**config.mk**
```make
export PLATFORM = sky130hd
export DESIGN_NAME = midi_note_tx_flat
export DESIGN_NICKNAME = d
export VERILOG_FILES = /design/src/rtl/midi_note_tx_if.sv /design/src/rtl/midi_note_tx.sv /design/src/flat_wrapper.sv
export SDC_FILE = /design/constraint.sdc
export NUM_CORES = 1
export LEC_CHECK = 0
export ABC_CLOCK_PERIOD_IN_PS = 6050
export CAP_MARGIN = 20
export CORE_UTILIZATION = 50
export DETAILED_ROUTE_END_ITERATION = 7
export HOLD_SLACK_MARGIN = 0.05
export PLACE_DENSITY = 0.68
export REMOVE_ABC_BUFFERS = 1
export SYNTH_ARGS = -nofsm -noshare
export SYNTH_HDL_FRONTEND = slang
export SYNTH_SLANG_ARGS = --single-unit
```
**constraint.sdc**
```tcl
create_clock -name iCLK -period 6.05 [get_ports iCLK]
set_clock_uncertainty 0.15 [all_clocks]
set_input_delay 0.605 -clock iCLK [delete_from_list [all_inputs] [get_ports iCLK]]
set_output_delay 0.605 -clock iCLK [all_outputs]
set_load 0.05 [all_outputs]
```
**src/rtl/midi_note_tx_if.sv**
```systemverilog
// midi_note_tx_if: note-event request side and MIDI line/status side of midi_note_tx.
interface midi_note_tx_if;
    logic [6:0] iNoteNumber;
    logic [6:0] iVelocity;
    logic [3:0] iChannel;
    logic       iNoteOn;
    logic       iNoteOff;
    logic       iOvfClr;
    logic       oTxd;
    logic       oBusy;
    logic       oFull;
    logic       oOverflow;
    modport master (
        output iNoteNumber, iVelocity, iChannel, iNoteOn, iNoteOff, iOvfClr,
        input  oTxd, oBusy, oFull, oOverflow
    );
    modport slave (
        input  iNoteNumber, iVelocity, iChannel, iNoteOn, iNoteOff, iOvfClr,
        output oTxd, oBusy, oFull, oOverflow
    );
endinterface

```
**src/rtl/midi_note_tx.sv**
```systemverilog
// midi_note_tx: queues NoteOn/NoteOff events and sends them as 3-byte MIDI messages on an 8N1 UART.
// Define MIDI_RUNNING_STATUS_EN to omit a status byte equal to the last one transmitted.
module midi_note_tx #(
    parameter int pCLK_HZ     = 50_000_000,
    parameter int pBAUD       = 31250,
    parameter int pFIFO_DEPTH = 4
) (
    input logic           iCLK,
    input logic           iRST,
    midi_note_tx_if.slave bus
);
    localparam int DIV = pCLK_HZ / pBAUD;
    localparam int DM1 = DIV - 1;
    localparam int CW  = (DIV > 1) ? $clog2(DIV) : 1;
    localparam int AW  = $clog2(pFIFO_DEPTH);
    localparam int NW  = AW + 1;
    localparam logic [CW-1:0] DIV_M1 = DM1[CW-1:0];
    localparam logic [AW:0]   DEPTH  = pFIFO_DEPTH[AW:0];
    localparam logic [2:0] IDLE  = 3'd0;
    localparam logic [2:0] LOAD  = 3'd1;
    localparam logic [2:0] START = 3'd2;
    localparam logic [2:0] DATA  = 3'd3;
    localparam logic [2:0] STOP  = 3'd4;

    logic [18:0]   mem_q [pFIFO_DEPTH];
    logic [18:0]   mem_d [pFIFO_DEPTH];
    logic [AW-1:0] wr_q, wr_d, rd_q, rd_d;
    logic [AW:0]   cnt_q, cnt_d;
    logic          ovf_q, ovf_d;
    logic [2:0]    st_q, st_d;
    logic [CW-1:0] baud_q, baud_d;
    logic [2:0]    bit_q, bit_d;
    logic [1:0]    byte_q, byte_d;
    logic [18:0]   ent_q, ent_d;
    logic          push, push_ok, pop, full, work, tick, skip;
    logic [18:0]   new_ent, head;
    logic [7:0]    status, cur;

    // Entry layout {type(1=on), ch, note, vel}; a simultaneous on/off pair is stored as off.
    assign new_ent = {~bus.iNoteOff, bus.iChannel, bus.iNoteNumber, bus.iVelocity};
    assign head    = mem_q[rd_q];
    assign push    = bus.iNoteOn | bus.iNoteOff;
    assign pop     = st_q == LOAD;
    assign full    = cnt_q == DEPTH;
    assign push_ok = push && (!full || pop);
    assign work    = (cnt_q != '0) || push;
    assign tick    = baud_q == DIV_M1;
    assign status  = {ent_q[18] ? 4'h9 : 4'h8, ent_q[17:14]};
    assign cur     = (byte_q == 2'd0) ? status : (byte_q == 2'd1) ? {1'b0, ent_q[13:7]} : {1'b0, ent_q[6:0]};

`ifdef MIDI_RUNNING_STATUS_EN
    logic [7:0] rs_q, rs_d, head_status;
    logic       rs_v_q, rs_v_d;
    assign head_status = {head[18] ? 4'h9 : 4'h8, head[17:14]};
    assign skip        = rs_v_q && (rs_q == head_status);
    assign rs_d        = pop ? head_status : rs_q;
    assign rs_v_d      = pop | rs_v_q;
    always_ff @(posedge iCLK or negedge iRST)
        if (!iRST) begin
            rs_q   <= '0;
            rs_v_q <= 1'b0;
        end else begin
            rs_q   <= rs_d;
            rs_v_q <= rs_v_d;
        end
`else
    assign skip = 1'b0;
`endif

    always_comb begin
        mem_d = mem_q;
        if (push_ok) mem_d[wr_q] = new_ent;
        wr_d   = wr_q + AW'(push_ok);
        rd_d   = rd_q + AW'(pop);
        cnt_d  = cnt_q + NW'(push_ok) - NW'(pop);
        ovf_d  = (push && !push_ok) ? 1'b1 : bus.iOvfClr ? 1'b0 : ovf_q;
        st_d   = st_q;
        bit_d  = bit_q;
        byte_d = byte_q;
        ent_d  = ent_q;
        baud_d = (st_q == IDLE || st_q == LOAD || tick) ? '0 : baud_q + CW'(1);
        case (st_q)
            IDLE:  st_d = work ? LOAD : IDLE;
            LOAD: begin
                st_d   = START;
                ent_d  = head;
                byte_d = skip ? 2'd1 : 2'd0;
                bit_d  = '0;
            end
            START: st_d = tick ? DATA : START;
            DATA: if (tick) begin
                bit_d = bit_q + 3'd1;
                st_d  = (bit_q == 3'd7) ? STOP : DATA;
            end
            STOP: if (tick) begin
                byte_d = (byte_q != 2'd2) ? byte_q + 2'd1 : byte_q;
                st_d   = (byte_q != 2'd2) ? START : work ? LOAD : IDLE;
            end
            default: st_d = IDLE;
        endcase
    end

    always_ff @(posedge iCLK or negedge iRST)
        if (!iRST) begin
            mem_q  <= '{default: '0};
            wr_q   <= '0;
            rd_q   <= '0;
            cnt_q  <= '0;
            ovf_q  <= 1'b0;
            st_q   <= IDLE;
            baud_q <= '0;
            bit_q  <= '0;
            byte_q <= '0;
            ent_q  <= '0;
        end else begin
            mem_q  <= mem_d;
            wr_q   <= wr_d;
            rd_q   <= rd_d;
            cnt_q  <= cnt_d;
            ovf_q  <= ovf_d;
            st_q   <= st_d;
            baud_q <= baud_d;
            bit_q  <= bit_d;
            byte_q <= byte_d;
            ent_q  <= ent_d;
        end

    // Line is decoded straight from state so an async reset releases it high at once.
    assign bus.oTxd      = (st_q == START) ? 1'b0 : (st_q == DATA) ? cur[bit_q] : 1'b1;
    assign bus.oBusy     = (cnt_q != '0) || (st_q != IDLE);
    assign bus.oFull     = full;
    assign bus.oOverflow = ovf_q;
endmodule

```
**src/flat_wrapper.sv**
```systemverilog
// flat-port wrapper written by rule: the top's interface ports become plain ports
module midi_note_tx_flat 
#(
    parameter int pCLK_HZ     = 50_000_000,
    parameter int pBAUD       = 31250,
    parameter int pFIFO_DEPTH = 4
)
  (iCLK, iRST, bus_iNoteNumber, bus_iVelocity, bus_iChannel, bus_iNoteOn, bus_iNoteOff, bus_iOvfClr, bus_oTxd, bus_oBusy, bus_oFull, bus_oOverflow);
  midi_note_tx_if bus_i ();
  input logic iCLK;
  input logic iRST;
  input wire logic [$bits(bus_i.iNoteNumber)-1:0] bus_iNoteNumber;
  input wire logic [$bits(bus_i.iVelocity)-1:0] bus_iVelocity;
  input wire logic [$bits(bus_i.iChannel)-1:0] bus_iChannel;
  input wire logic [$bits(bus_i.iNoteOn)-1:0] bus_iNoteOn;
  input wire logic [$bits(bus_i.iNoteOff)-1:0] bus_iNoteOff;
  input wire logic [$bits(bus_i.iOvfClr)-1:0] bus_iOvfClr;
  output wire logic [$bits(bus_i.oTxd)-1:0] bus_oTxd;
  output wire logic [$bits(bus_i.oBusy)-1:0] bus_oBusy;
  output wire logic [$bits(bus_i.oFull)-1:0] bus_oFull;
  output wire logic [$bits(bus_i.oOverflow)-1:0] bus_oOverflow;
  assign bus_i.iNoteNumber = bus_iNoteNumber;
  assign bus_i.iVelocity = bus_iVelocity;
  assign bus_i.iChannel = bus_iChannel;
  assign bus_i.iNoteOn = bus_iNoteOn;
  assign bus_i.iNoteOff = bus_iNoteOff;
  assign bus_i.iOvfClr = bus_iOvfClr;
  assign bus_oTxd = bus_i.oTxd;
  assign bus_oBusy = bus_i.oBusy;
  assign bus_oFull = bus_i.oFull;
  assign bus_oOverflow = bus_i.oOverflow;
  midi_note_tx #(.pCLK_HZ(pCLK_HZ), .pBAUD(pBAUD), .pFIFO_DEPTH(pFIFO_DEPTH)) u_core (.iCLK(iCLK), .iRST(iRST), .bus(bus_i));
endmodule
```
==> qor.yml <==
layout:
  final_nets: 460
  drive_gt1_frac: 0.330
  finish.utilization: 0.615
  fillers: 853
  insertedDiodeCount: 0
  final_area_sq_um: 6720
  area_growth_pct: 18.8
  instances_no_fill: 579
pwr:
  leakage_nw: 2.90
  power_density_nw_per_um2: 466
  p_total_mw: 3.13
  peakVddDrop_mv: 0.316
place:
  port_buffers: 26
  hpwlAfterDp_mm: 6.47
  placed_cells: 547
  place_area_sq_um: 6060
  place_ws_ns: 2.73
  gp_congestion: 0.807
yosys:
  ys.flop_type: "dfrtp_1"
  synth_edf_count: 0
  synth_cells: 394
  ys_seq_area_frac: 0.540
  syn_area_sq_um: 5660
  async_flop_share: 1.00
  ys_seq_elements: 122
  syn_avg_cell_area_sq_um: 14.4
  synth_cell_types: 52
  synth_warnings: 0
sta:
  rsz0062_at_grt: "false"
  tns_ns: 0
  whs_ns: 0.0821
  hold_viol: 0
  slew_headroom: 0.287
  finalMaxSlewViolations: 0
  setup_violations: 0
  worst_slack_ns: 2.31
  finalCritPeriodShare: 0.618
  tightestPinTransition_ns: 1.07
  period_needed_ns: 3.74
  clock.fmax_mhz: 267
critical_path:
  cp-start-kind: "flop"
  rrSetupSlack_ns: 3.36
  crit_path_end_kind: "primary output"
  r2r-start: "u_core.st_q[0]"
  crit_type: "flop to primary output"
  critPathRequiredTime_ns: 5.29
  worstPathArrival_ns: 2.98
  reg2reg_depth: 9
  crit_fanout: 6
  cp_cell_sequence: "inv_1 -> ha_1 -> mux2_2 -> mux4_2 -> nand2_1 -> o211ai_1 -> clkdlybuf4s50_1"
  crit_slowest_cell: "clkdlybuf4s50_1"
  r2r_end: "u_core.cnt_q[2]"
  cpPeakStageDelay_ns: 0.73
die:
  start_util: 0.517
  die-area_sq_um: 11700
  die_w_um: 108
  chipHeight_um: 108
  num_rows: 38
  core_sq_um: 10900
  pin_count: 27
routing:
  via_count: 3277
  drt_iter0_markers: 161
  drt_wl_total_mm: 10.5
  antenna_left: 0
  vias_per_cell: 5.66
  drt-pass1-iter-count: 4
  wl_per_cell_um: 18.1
  drcViolationCount: 0
clocking:
  htreeDepth: 4
  clock_latency_ns: 0.41
  cts_sinks: 122
  postCtsSetupBuffers: 0
  path_clk_slew_ns: 0.05
  cts_made_buffers: 17
  hold_buffers: 0
  cts_max_path_buffers: 2
  cts_resized: 0
  cts_tree: "built"
  cts-root-buf: "clkbuf_16"
global_route:
  antenna_found_initial: 0
  grt_usage: 0.205
  grt_max_degree: 70
  grt_pass1_wl_mm: 17.6
  grt_pass1_vias: 3423
  grt_overflow: 0
status:
  status: "finished clean"
hold_path:
  hp-class: "primary input to async pin"
job:
  maxCapViolCount: 0
==> cells by family (layout without fill, tap and decap cells) <==
kind of cell             after synthesis  count (layout)  synth area share
AND/OR/NAND/NOR                       69              69            0.0719
buffers and inverters                 37              82            0.0316
AO/OA/AOI/OAI                         20              20            0.0274
XOR/XNOR                              12              12            0.0186
multiplexers                         123             123             0.285
adder cells (fa/ha/maj)               11              11            0.0257
flip-flops                           122             122             0.540
==> worst max-delay path, delay by kind of cell (launching register included) <==
family                   cells  cell delay, ns
adder cells (fa/ha/maj)      1            0.35
multiplexers                 2            0.84
AND/OR/NAND/NOR              1            0.07
AO/OA/AOI/OAI                1            0.11
buffers and inverters        2            0.83
flip-flops                   1            0.38
==> placed cells by master, fill, tap and decap left out, types with 2 or more instances in the layout <==
cell             synthesis  final
nand4_1                  7      7
xor2_1                   9      9
inv_6                    0      3
a2111oi_0                2      2
nand3_1                  8      8
o21ai_0                  4      4
clkbuf_16                0     17
nand3b_1                 3      3
mux2_2                  74     74
mux2i_1                  7      7
mux4_2                  21     21
nor3b_2                  0      2
inv_1                   17     17
mux2_1                  21     21
nand2_1                  8      8
clkdlybuf4s50_1          0     25
bufinv_16                0      5
clkinv_2                 0      2
buf_4                    3      7
ha_1                    10     10
nor2_1                  17     17
and3_1                   3      3
clkinvlp_4               0      3
xnor2_1                  3      3
o211ai_1                 2      2
nor3_1                   6      6
dfrtp_1                122    122
==> cell type report <==
cell class | instances | area (sq um) | share of cell area
Inverter | 17 | 63.8 | 0.00950
Sequential cell | 122 | 3050 | 0.454
Multi-Input combinational cell | 235 | 2440 | 0.363
Clock buffer | 18 | 439 | 0.0654
Clock inverter | 14 | 218 | 0.0324
Tap cell | 140 | 175 | 0.0261
Timing Repair Buffer | 33 | 330 | 0.0492
==> synth_stat cells (4+ instances only) <==
master	instances	area share
buf_2	4	0.0035
clkbuf_1	9	0.0060
dfrtp_1	122	0.54
ha_1	10	0.022
inv_1	17	0.011
mux2_1	21	0.042
mux2_2	74	0.15
mux2i_1	7	0.012
mux4_2	21	0.084
nand2_1	8	0.0053
nand3_1	8	0.0071
nand4_1	7	0.0077
nor2_1	17	0.011
nor3_1	6	0.0053
o21ai_0	4	0.0035
xor2_1	9	0.014
==> worst max path at each step <==
| stage | start | endpoint | slack (ns) | depth (start not counted) |
|---|---|---|---|---|
| final | u_core.byte_q[1] | bus_oTxd | 2.31 | 7 |
| after CTS | u_core.byte_q[1] | bus_oTxd | 2.28 | 7 |
| after floorplan | u_core.st_q[2] | u_core.mem_q[19] | 2.35 | 4 |
| after detailed placement | u_core.byte_q[1] | bus_oTxd | 2.73 | 7 |
| after global routing | u_core.byte_q[1] | bus_oTxd | 2.17 | 7 |
| after global placement | u_core.byte_q[1] | bus_oTxd | 2.76 | 7 |
==> per-layer routing <==
| metal | wire [um] | global-route usage |
|---|---|---|
| met4 | 149 | 0.0830 |
| met2 | 5050 | 0.318 |
| met3 | 337 | 0.0621 |
| met5 | 0 | 0 |
| met1 | 4960 | 0.270 |
==> sequential cells by signal (all words and copies together) (netlist names) <==
register              flops
u_core.mem_q             76
u_core.ent_q             19
u_core.baud_q            11
u_core.bit_q              3
u_core.cnt_q              3
u_core.st_q               3
u_core.byte_q             2
u_core.rd_q               2
u_core.wr_q               2
u_core.bus.oOverflow      1
==> power breakdown <==
group | total, mW | switching [mW] | internal [mW]
clock network | 1.11 | 0.368 | 0.744
registers | 1.25 | 0.147 | 1.11
logic | 0.763 | 0.303 | 0.461
No activity file was read; power rests on OpenSTA's default activity.
